==> src/rtl/fft_pkg.sv <==
// Shared constants for the radix-2 FFT datapath: default widths, rounding
// constant and output saturation bounds for the default output width.
package fft_pkg;

    localparam int unsigned Q_IN_DEF   = 15;
    localparam int unsigned Q_COEF_DEF = 15;
    localparam int unsigned Q_OUT_DEF  = 15;

    function automatic longint pow2(input int unsigned e);
        return 64'sd1 <<< e;
    endfunction

    localparam longint ROUND_HALF = pow2(Q_COEF_DEF - 1);
    localparam longint SAT_MAX    = pow2(Q_OUT_DEF) - 64'sd1;
    localparam longint SAT_MIN    = -pow2(Q_OUT_DEF);

endpackage

==> src/rtl/fft_cmul_round.sv <==
// Pipelined complex multiply t = W*b, rounded half-up back to sample scale.
// Two register stages; operand a travels alongside so it lines up with t.
module fft_cmul_round
    import fft_pkg::*;
#(
    parameter int unsigned Q_IN   = Q_IN_DEF,
    parameter int unsigned Q_COEF = Q_COEF_DEF
) (
    input  logic                     clk,
    input  logic                     reset,
    input  logic                     i_valid,
    input  logic signed [Q_IN:0]     i_a_re,
    input  logic signed [Q_IN:0]     i_a_im,
    input  logic signed [Q_IN:0]     i_b_re,
    input  logic signed [Q_IN:0]     i_b_im,
    input  logic signed [Q_COEF:0]   i_w_re,
    input  logic signed [Q_COEF:0]   i_w_im,
    output logic                     o_valid,
    output logic signed [Q_IN:0]     o_a_re,
    output logic signed [Q_IN:0]     o_a_im,
    output logic signed [Q_IN+2:0]   o_t_re,
    output logic signed [Q_IN+2:0]   o_t_im
);

    localparam int unsigned WP  = Q_IN + Q_COEF + 2;
    localparam int unsigned WE  = WP + 1;
    localparam int unsigned WT  = Q_IN + 3;
    localparam longint      RND = (Q_COEF == Q_COEF_DEF) ? ROUND_HALF : pow2(Q_COEF - 1);

    logic signed [WP-1:0] w_p_rr, w_p_ii, w_p_ri, w_p_ir;
    logic signed [WE-1:0] w_tr, w_ti;
    logic signed [WT-1:0] w_tr_q, w_ti_q;

    logic                 r_v1, r_v2;
    logic signed [Q_IN:0] r_a_re1, r_a_im1, r_a_re2, r_a_im2;
    logic signed [WP-1:0] r_p_rr, r_p_ii, r_p_ri, r_p_ir;
    logic signed [WT-1:0] r_t_re, r_t_im;

    // Products from the raw inputs; cross terms combined and rounded from the product registers.
    always_comb begin
        w_p_rr = WP'(i_b_re) * WP'(i_w_re);
        w_p_ii = WP'(i_b_im) * WP'(i_w_im);
        w_p_ri = WP'(i_b_re) * WP'(i_w_im);
        w_p_ir = WP'(i_b_im) * WP'(i_w_re);
        w_tr   = WE'(r_p_rr) - WE'(r_p_ii) + WE'(RND);
        w_ti   = WE'(r_p_ri) + WE'(r_p_ir) + WE'(RND);
        w_tr_q = WT'(w_tr >>> Q_COEF);
        w_ti_q = WT'(w_ti >>> Q_COEF);
    end

    always_ff @(posedge clk) begin
        if (!reset) begin
            r_v1    <= 1'b0;
            r_v2    <= 1'b0;
            r_a_re1 <= '0;
            r_a_im1 <= '0;
            r_a_re2 <= '0;
            r_a_im2 <= '0;
            r_p_rr  <= '0;
            r_p_ii  <= '0;
            r_p_ri  <= '0;
            r_p_ir  <= '0;
            r_t_re  <= '0;
            r_t_im  <= '0;
        end else begin
            r_v1 <= i_valid;
            r_v2 <= r_v1;
            if (i_valid) begin
                r_a_re1 <= i_a_re;
                r_a_im1 <= i_a_im;
                r_p_rr  <= w_p_rr;
                r_p_ii  <= w_p_ii;
                r_p_ri  <= w_p_ri;
                r_p_ir  <= w_p_ir;
            end
            if (r_v1) begin
                r_a_re2 <= r_a_re1;
                r_a_im2 <= r_a_im1;
                r_t_re  <= w_tr_q;
                r_t_im  <= w_ti_q;
            end
        end
    end

    assign o_valid = r_v2;
    assign o_a_re  = r_a_re2;
    assign o_a_im  = r_a_im2;
    assign o_t_re  = r_t_re;
    assign o_t_im  = r_t_im;

endmodule

==> src/rtl/fft_butterfly_r2.sv <==
// Radix-2 DIT butterfly: out0 = a + W*b, out1 = a - W*b, optional halving,
// saturation with a sticky flag, and a per-frame pair counter.
module fft_butterfly_r2
    import fft_pkg::*;
#(
    parameter int unsigned Q_IN   = Q_IN_DEF,
    parameter int unsigned Q_COEF = Q_COEF_DEF,
    parameter int unsigned Q_OUT  = Q_OUT_DEF,
    parameter int unsigned N      = 256,
    parameter int unsigned SCALE  = 1
) (
    input  logic                    clk,
    input  logic                    reset,
    input  logic                    valid_in,
    input  logic signed [Q_IN:0]    data_in_real_0,
    input  logic signed [Q_IN:0]    data_in_imag_0,
    input  logic signed [Q_IN:0]    data_in_real_1,
    input  logic signed [Q_IN:0]    data_in_imag_1,
    input  logic signed [Q_COEF:0]  coeff_in_real,
    input  logic signed [Q_COEF:0]  coeff_in_imag,
    output logic                    valid_out,
    output logic signed [Q_OUT:0]   data_out_real_0,
    output logic signed [Q_OUT:0]   data_out_imag_0,
    output logic signed [Q_OUT:0]   data_out_real_1,
    output logic signed [Q_OUT:0]   data_out_imag_1,
    output logic                    frame_done,
    output logic                    sat_flag
);

    localparam int unsigned WS     = Q_IN + 1;
    localparam int unsigned WT     = Q_IN + 3;
    localparam int unsigned WSUM   = Q_IN + 4;
    localparam int unsigned WO     = Q_OUT + 1;
    localparam int unsigned PAIRS  = N / 2;
    localparam int unsigned CW     = (PAIRS > 1) ? $clog2(PAIRS) : 1;
    localparam longint      SAT_HI = (Q_OUT == Q_OUT_DEF) ? SAT_MAX : pow2(Q_OUT) - 64'sd1;
    localparam longint      SAT_LO = (Q_OUT == Q_OUT_DEF) ? SAT_MIN : -pow2(Q_OUT);
    localparam logic signed [WSUM-1:0] HI_S = WSUM'(SAT_HI);
    localparam logic signed [WSUM-1:0] LO_S = WSUM'(SAT_LO);

    function automatic logic signed [WSUM-1:0] scale_f(input logic signed [WSUM-1:0] x);
        return (SCALE != 0) ? (x >>> 1) : x;
    endfunction

    function automatic logic signed [WO-1:0] sat_f(input logic signed [WSUM-1:0] x);
        if (x > HI_S) return WO'(HI_S);
        if (x < LO_S) return WO'(LO_S);
        return WO'(x);
    endfunction

    function automatic logic hit_f(input logic signed [WSUM-1:0] x);
        return (x > HI_S) || (x < LO_S);
    endfunction

    logic                   r_in_valid;
    logic signed [WS-1:0]   r_a_re, r_a_im, r_b_re, r_b_im;
    logic signed [Q_COEF:0] r_w_re, r_w_im;

    logic                   w_valid;
    logic signed [WS-1:0]   w_a_re, w_a_im;
    logic signed [WT-1:0]   w_t_re, w_t_im;
    logic signed [WSUM-1:0] w_s_re, w_s_im, w_d_re, w_d_im;
    logic signed [WO-1:0]   w_o0_re, w_o0_im, w_o1_re, w_o1_im;
    logic                   w_hit;

    logic                   r_valid_out, r_frame_done, r_sat;
    logic signed [WO-1:0]   r_o0_re, r_o0_im, r_o1_re, r_o1_im;
    logic [CW-1:0]          r_cnt;

    // Input capture so the multiplier sees registered operands.
    always_ff @(posedge clk) begin
        if (!reset) begin
            r_in_valid <= 1'b0;
            r_a_re     <= '0;
            r_a_im     <= '0;
            r_b_re     <= '0;
            r_b_im     <= '0;
            r_w_re     <= '0;
            r_w_im     <= '0;
        end else begin
            r_in_valid <= valid_in;
            if (valid_in) begin
                r_a_re <= data_in_real_0;
                r_a_im <= data_in_imag_0;
                r_b_re <= data_in_real_1;
                r_b_im <= data_in_imag_1;
                r_w_re <= coeff_in_real;
                r_w_im <= coeff_in_imag;
            end
        end
    end

    fft_cmul_round #(
        .Q_IN   (Q_IN),
        .Q_COEF (Q_COEF)
    ) u_cmul (
        .clk     (clk),
        .reset   (reset),
        .i_valid (r_in_valid),
        .i_a_re  (r_a_re),
        .i_a_im  (r_a_im),
        .i_b_re  (r_b_re),
        .i_b_im  (r_b_im),
        .i_w_re  (r_w_re),
        .i_w_im  (r_w_im),
        .o_valid (w_valid),
        .o_a_re  (w_a_re),
        .o_a_im  (w_a_im),
        .o_t_re  (w_t_re),
        .o_t_im  (w_t_im)
    );

    // Sum/difference, optional halving, clamp to the output range.
    always_comb begin
        w_s_re  = scale_f(WSUM'(w_a_re) + WSUM'(w_t_re));
        w_s_im  = scale_f(WSUM'(w_a_im) + WSUM'(w_t_im));
        w_d_re  = scale_f(WSUM'(w_a_re) - WSUM'(w_t_re));
        w_d_im  = scale_f(WSUM'(w_a_im) - WSUM'(w_t_im));
        w_o0_re = sat_f(w_s_re);
        w_o0_im = sat_f(w_s_im);
        w_o1_re = sat_f(w_d_re);
        w_o1_im = sat_f(w_d_im);
        w_hit   = hit_f(w_s_re) | hit_f(w_s_im) | hit_f(w_d_re) | hit_f(w_d_im);
    end

    always_ff @(posedge clk) begin
        if (!reset) begin
            r_valid_out  <= 1'b0;
            r_frame_done <= 1'b0;
            r_sat        <= 1'b0;
            r_cnt        <= '0;
            r_o0_re      <= '0;
            r_o0_im      <= '0;
            r_o1_re      <= '0;
            r_o1_im      <= '0;
        end else begin
            r_valid_out  <= w_valid;
            r_frame_done <= 1'b0;
            if (w_valid) begin
                r_o0_re <= w_o0_re;
                r_o0_im <= w_o0_im;
                r_o1_re <= w_o1_re;
                r_o1_im <= w_o1_im;
                r_sat   <= r_sat | w_hit;
                if (r_cnt == CW'(PAIRS - 1)) begin
                    r_cnt        <= '0;
                    r_frame_done <= 1'b1;
                end else begin
                    r_cnt <= r_cnt + CW'(1);
                end
            end
        end
    end

    assign valid_out       = r_valid_out;
    assign data_out_real_0 = r_o0_re;
    assign data_out_imag_0 = r_o0_im;
    assign data_out_real_1 = r_o1_re;
    assign data_out_imag_1 = r_o1_im;
    assign frame_done      = r_frame_done;
    assign sat_flag        = r_sat;

endmodule

==> config.mk <==
export PLATFORM = sky130hd
export DESIGN_NAME = fft_butterfly_r2
export DESIGN_NICKNAME = d
export VERILOG_FILES = /design/src/rtl/fft_pkg.sv /design/src/rtl/fft_cmul_round.sv /design/src/rtl/fft_butterfly_r2.sv
export SDC_FILE = /design/constraint.sdc
export NUM_CORES = 2
export LEC_CHECK = 0
export CORE_ASPECT_RATIO = 2
export CORE_MARGIN = 3
export CORE_UTILIZATION = 40
export DETAILED_ROUTE_END_ITERATION = 8
export GPL_TIMING_DRIVEN = 0
export PLACE_DENSITY = 0.66
export SETUP_SLACK_MARGIN = 0.02
export SYNTH_ARGS = -nofsm -noshare
export SYNTH_HDL_FRONTEND = slang
export SYNTH_HIERARCHICAL = 1
export SYNTH_SLANG_ARGS = --single-unit
==> constraint.sdc <==
create_clock -name clk -period 7.4 [get_ports clk]
set_input_delay 1.48 -clock clk [delete_from_list [all_inputs] [get_ports clk]]
set_output_delay 1.48 -clock clk [all_outputs]
set_load 0.02 [all_outputs]
; Word level (Yosys, flattened, before mapping)
; Cells that the tools add are included.
[totals]
ff_bits = 401
[classes]
addsub = 9
mul = 4
n_lt_le_gt_ge = 8
eq_ne = 1
n_mux = 30
bitwise = 4
reduce_logical = 5
[ops]
columns = op, n
row1 = 16-bit two-way mux, 16
row2 = 16-bit by 16-bit multiplier with 32-bit output, 4
row3 = 18-bit by 16-bit > comparator with 1-bit output (second input constant), 4
row4 = 18-bit by 16-bit < comparator with 1-bit output (second input constant), 4
row5 = 33-bit by 16-bit adder with 33-bit output (second input constant), 2
row6 = 16-bit by 18-bit adder with 19-bit output, 2
row7 = 16-bit by 18-bit subtractor with 19-bit output, 2
row8 = 32-bit by 32-bit adder with 33-bit output, 1
row9 = 32-bit by 32-bit subtractor with 33-bit output, 1
row10 = 1-bit two-way mux, 13
row11 = 7-bit by 1-bit adder with 7-bit output (second input constant), 1
row12 = 7-bit equality test (second input constant), 1
row13 = 7-bit two-way mux, 1
row14 = 1-bit logical OR, 4
row15 = 1-bit OR, 4
row16 = 2-bit AND reduction, 1

; Longest topological paths before layout
[logic_depth]
ltp_word = 7
mapped_depth = 25
mapped_depth_nobuf = 24

; Cells and area by module
; The synthesis kept the hierarchy.
[by_module_without_submodules]
columns = module, instances, cells_each, area_per_inst_um2, seq_area_each_um2
row1 = fft_cmul_round, 1, 5486, 50018.0, 4604.4
row2 = fft_butterfly_r2, 1, 1214, 10422.5, 3423.3

; Worst setup path before layout
; Ideal clock, no wire load.
[synth_path]
path_type = reg-to-reg
from = reg r_b_re[15]
to = reg u_cmul.r_p_rr[29]
setup_time_ps = 106
t_arrival_ps = 6103
t_required_ps = 7294
slack_ps = 1191
path_stages_with_launch = 21
path_buffers = 1
path_cell_list = dfxtp_1 -> clkbuf_1 -> nand2_1 -> inv_1 -> fa_1 -> fa_1 -> fa_1 -> fa_1 -> fa_1 -> inv_1 -> fa_1 -> inv_1 -> ha_1 -> a21o_1 -> a21o_1 -> a21oi_1 -> a21boi_0 -> o31a_1 -> o21ai_0 -> a21boi_0 -> o311ai_0
[synth_via]
elab_chain_cells = 1
[synth_lines]
columns = element, line
row1 = "start, declared", fft_butterfly_r2.sv:56  ; logic signed [WS-1:0] r_a_re, r_a_im, r_b_re, r_b_im;
row2 = "start signal, assigned", fft_butterfly_r2.sv:85  ; r_b_re <= data_in_real_1;
row3 = 16-bit by 16-bit multiplier with 32-bit output, fft_cmul_round.sv:41  ; w_p_rr = WP'(i_b_re) * WP'(i_w_re);
row4 = "end signal, assigned", fft_cmul_round.sv:71  ; r_p_rr <= w_p_rr;
row5 = "end, declared", fft_cmul_round.sv:36  ; logic signed [WP-1:0] r_p_rr, r_p_ii, r_p_ri, r_p_ir;
; Every way passes these cells.
; A chain may end at the register's enable or synchronous reset.

; Final worst setup path
[layout_path]
from = reg r_w_re[3]
to = reg u_cmul.r_p_ir[31]
[layout_via]
elab_chain_cells = 1
[layout_lines]
columns = element, line
row1 = "start, declared", fft_butterfly_r2.sv:57  ; logic signed [Q_COEF:0] r_w_re, r_w_im;
row2 = "start signal, assigned", fft_butterfly_r2.sv:87  ; r_w_re <= coeff_in_real;
row3 = 16-bit by 16-bit multiplier with 32-bit output, fft_cmul_round.sv:44  ; w_p_ir = WP'(i_b_im) * WP'(i_w_re);
row4 = "end signal, assigned", fft_cmul_round.sv:74  ; r_p_ir <= w_p_ir;
row5 = "end, declared", fft_cmul_round.sv:36
; Every way passes these cells.

==> metrics.yaml <==
clock_network:
  cts_buffers: 43
  cts-root-buf: "clkbuf_16"
  htreeDepth: 2
  cts_tree: "done"
  clock_latency_ps: 650
  clk_path_buf_depth: 3
  hold_buffers: 0
  cts_sinks: 401
  cts.clk_slew.worst_paths_ps: 70
setup_path:
  crit_fanout: 10
  arrival_ps: 7870
  worstSetupPathType: "reg2reg"
  required_ps: 7980
  cp-start-kind: "flip-flop"
  critPathCaptureType: "flip-flop"
drt:
  drc: 0
  wl_mm: 239
  drt_iter0_markers: 2741
  dr.pass1.iters: 5
  vias_per_cell: 5.39
  routedWlPerCell_um: 26.9
  vias: 48000
  detail-route-antenna-nets: 0
floorplanning:
  die_width_um: 281
  die_h_um: 556
  start_util_pct: 40.3
  coreArea_um2: 150000
  num_io_pins: 166
  die_area_um2: 156000
  rows: 201
global_routing:
  grt_pass1_vias: 52100
  grt-ovfl-total: 0
  grt_pass1_wl_mm: 345
  grt_max_degree: 16
  grt_antenna_before_repair: 12
  grt_usage_pct: 30.9
place:
  dp.cells: 8791
  port_buffers: 163
  dp_slack_ps: -1530
  dp_hpwl_mm: 204
  gp_congestion: 1.05
logic_synthesis:
  avgSynthCellArea_um2: 9.02
  synth_cell_types: 96
  synth.top_cell.area_share_pct: 34.8
  synth_common_cells: "1,247 x inv_1, 1,052 x fa_1, 610 x nand2_1"
  synth_edf_count: 0
  synth_nets: 8370
  yosys_register_bits: 401
  synth_area_um2: 60400
  synth_top_cell_by_area: "fa_1"
  yosysMostFrequentCell: "inv_1"
  synthArstFlopShare_pct: 0
  ys_top_cells_by_area: "fa_1 35%, dfxtp_1 13%, ha_1 11%"
  synth_warnings: 6
  synthFlopType: "dfxtp_1"
  synth.yosys.seq_area_share_pct: 13.3
  synthCells: 6700
finish:
  syn2layout_area_growth_pct: 10.0
  finalNonFillerCells: 8892
  nNetsFinal: 8587
  drive_gt1_share_pct: 5.02
  fillers: 14800
  multi_input_area_um2: 46500
  regArea_um2: 8050
timing:
  rsz0062_at_grt: "true"
  clock_skew_ps: 22.4
  setup_ws_ps: 111
  final_max_slew_viol_count: 0
  fin_tns_setup_ps: 0
  setup_viol: 0
  fmax_mhz: 137
  finalHoldViolCount: 0
  fin_crit_ps: 7290
  slew_headroom_pct: 4.30
  worst_slew_pin_slew_ps: 1440
  min_period_over_period_pct: 98.5
power:
  power_density_nw_per_um2: 154
  irDropWorstVdd_uv: 226
  finalPower_uw: 10200
  p_leak_uw: 0.0328
min_path:
  hp-class: "reg2reg"
run_status:
  outcome: "finished clean"
job:
  cap_violations: 0
area by class of cell:
type,count,area share [%]
Inverter,1249,7.06
Sequential cell,401,12.1
Tap cell,1928,3.63
Timing Repair Buffer,172,2.55
Buffer,330,2.35
Antenna cell,14,0.0527
Clock buffer,51,1.72
Multi-Input combinational cell,4720,70.0
Clock inverter,27,0.555
worst max-delay path, cell delays in order (launching register included):
cell and delay (ps):
dfxtp_1 510, clkbuf_2 550, and2_1 240, fa_1 570, fa_2 840, fa_1 510, fa_1 520, fa_1 500
inv_1 50, fa_1 520, inv_1 50, ha_1 380, nand2_1 150, nor3_1 380, o2111ai_1 280, a21oi_1 420
a41oi_1 260, a211o_1 340, o21ai_0 120
logic make-up (layout without fill, tap and decap cells):
family / count (synthesis) / in the layout / share of synthesized area [%]
simple gates: 1904 / 1904 / 15.7
buf+inv: 1579 / 1829 / 9.93
fa+ha+maj: 1571 / 1571 / 45.6
compound gates: 798 / 798 / 8.50
flops: 401 / 401 / 13.3
mux: 251 / 251 / 4.16
xor+xnor: 196 / 196 / 2.84
other cells: 0 / 14 / 0
where the power goes:
part           leakage, uW  internal [uW]  switching (uW)
Combinational       0.0288           1920            3430
Sequential         0.00328           2310             188
Clock             0.000724           1340            1040
Total               0.0328           5570            4660
sequential cells by signal, summed over array words and instances, names as in the netlist, 18 cells and up:
signal         count
u_cmul/r_p_ir     32
u_cmul/r_p_ri     32
u_cmul/o_t_im     18
u_cmul/r_p_ii     32
u_cmul/r_p_rr     32
u_cmul/o_t_re     18
placed cells by master (no fill, tap or decap), drive strengths merged, types with 21 or more instances in the layout:
cell and n:
inv 1252, fa 1052, nand2 610, ha 519, and2 502, dfxtp 401, nor2 348, clkbuf 322
a21oi 260, mux2i 250, o21ai 190, clkdlybuf4s50 163, xnor2 137, nor2b 119, a21o 76, nand3 71
buf 65, xor2 59, nor3 58, nand2b 51, a211oi 45, or3 31, o21a 27, a31oi 26
o211ai 25, o21bai 25, nand3b 21
layer usage:
layer,wire length (um),vias to the layer above,GRT usage [%]
met4,32200,8,32.5
met2,120000,1807,55.5
met5,34,-,0
li1,-,21300,-
met1,73900,24000,28.4
met3,12500,858,5.06
stage by stage:
stage | util, % | cell area [um2] | hold WS [ps]
3_5_place_dp | 43.0 | 64500 | 452
4_1_cts | 44.1 | 66300 | 464
3_3_place_gp | 42.9 | 64500 | 443
6_report | 44.3 | 66500 | 463
2_1_floorplan | - | 60400 | 425
5_1_grt | 44.3 | 66500 | 494
final timing paths:
check,startpoint,cells past startpoint,slack (ps),endpoint
max,r_w_re[3]$_SDFFE_PN0P_,18,110,u_cmul/r_p_ir[31]$_SDFFE_PN0P_
min,u_cmul/r_p_rr[0]$_SDFFE_PN0P_,2,460,u_cmul/r_p_rr[0]$_SDFFE_PN0P_
max reg2reg,r_w_re[3]$_SDFFE_PN0P_,18,110,u_cmul/r_p_ir[31]$_SDFFE_PN0P_
min reg2reg,u_cmul/r_p_rr[0]$_SDFFE_PN0P_,2,460,u_cmul/r_p_rr[0]$_SDFFE_PN0P_
timing repair:
item                       in CTS  in global routing
gates resized for setup       128                175
buffers inserted                4                  5
setup endpoints to repair      53                 28
pin swaps                       1                  5
No activity file was read; power rests on OpenSTA's default activity.
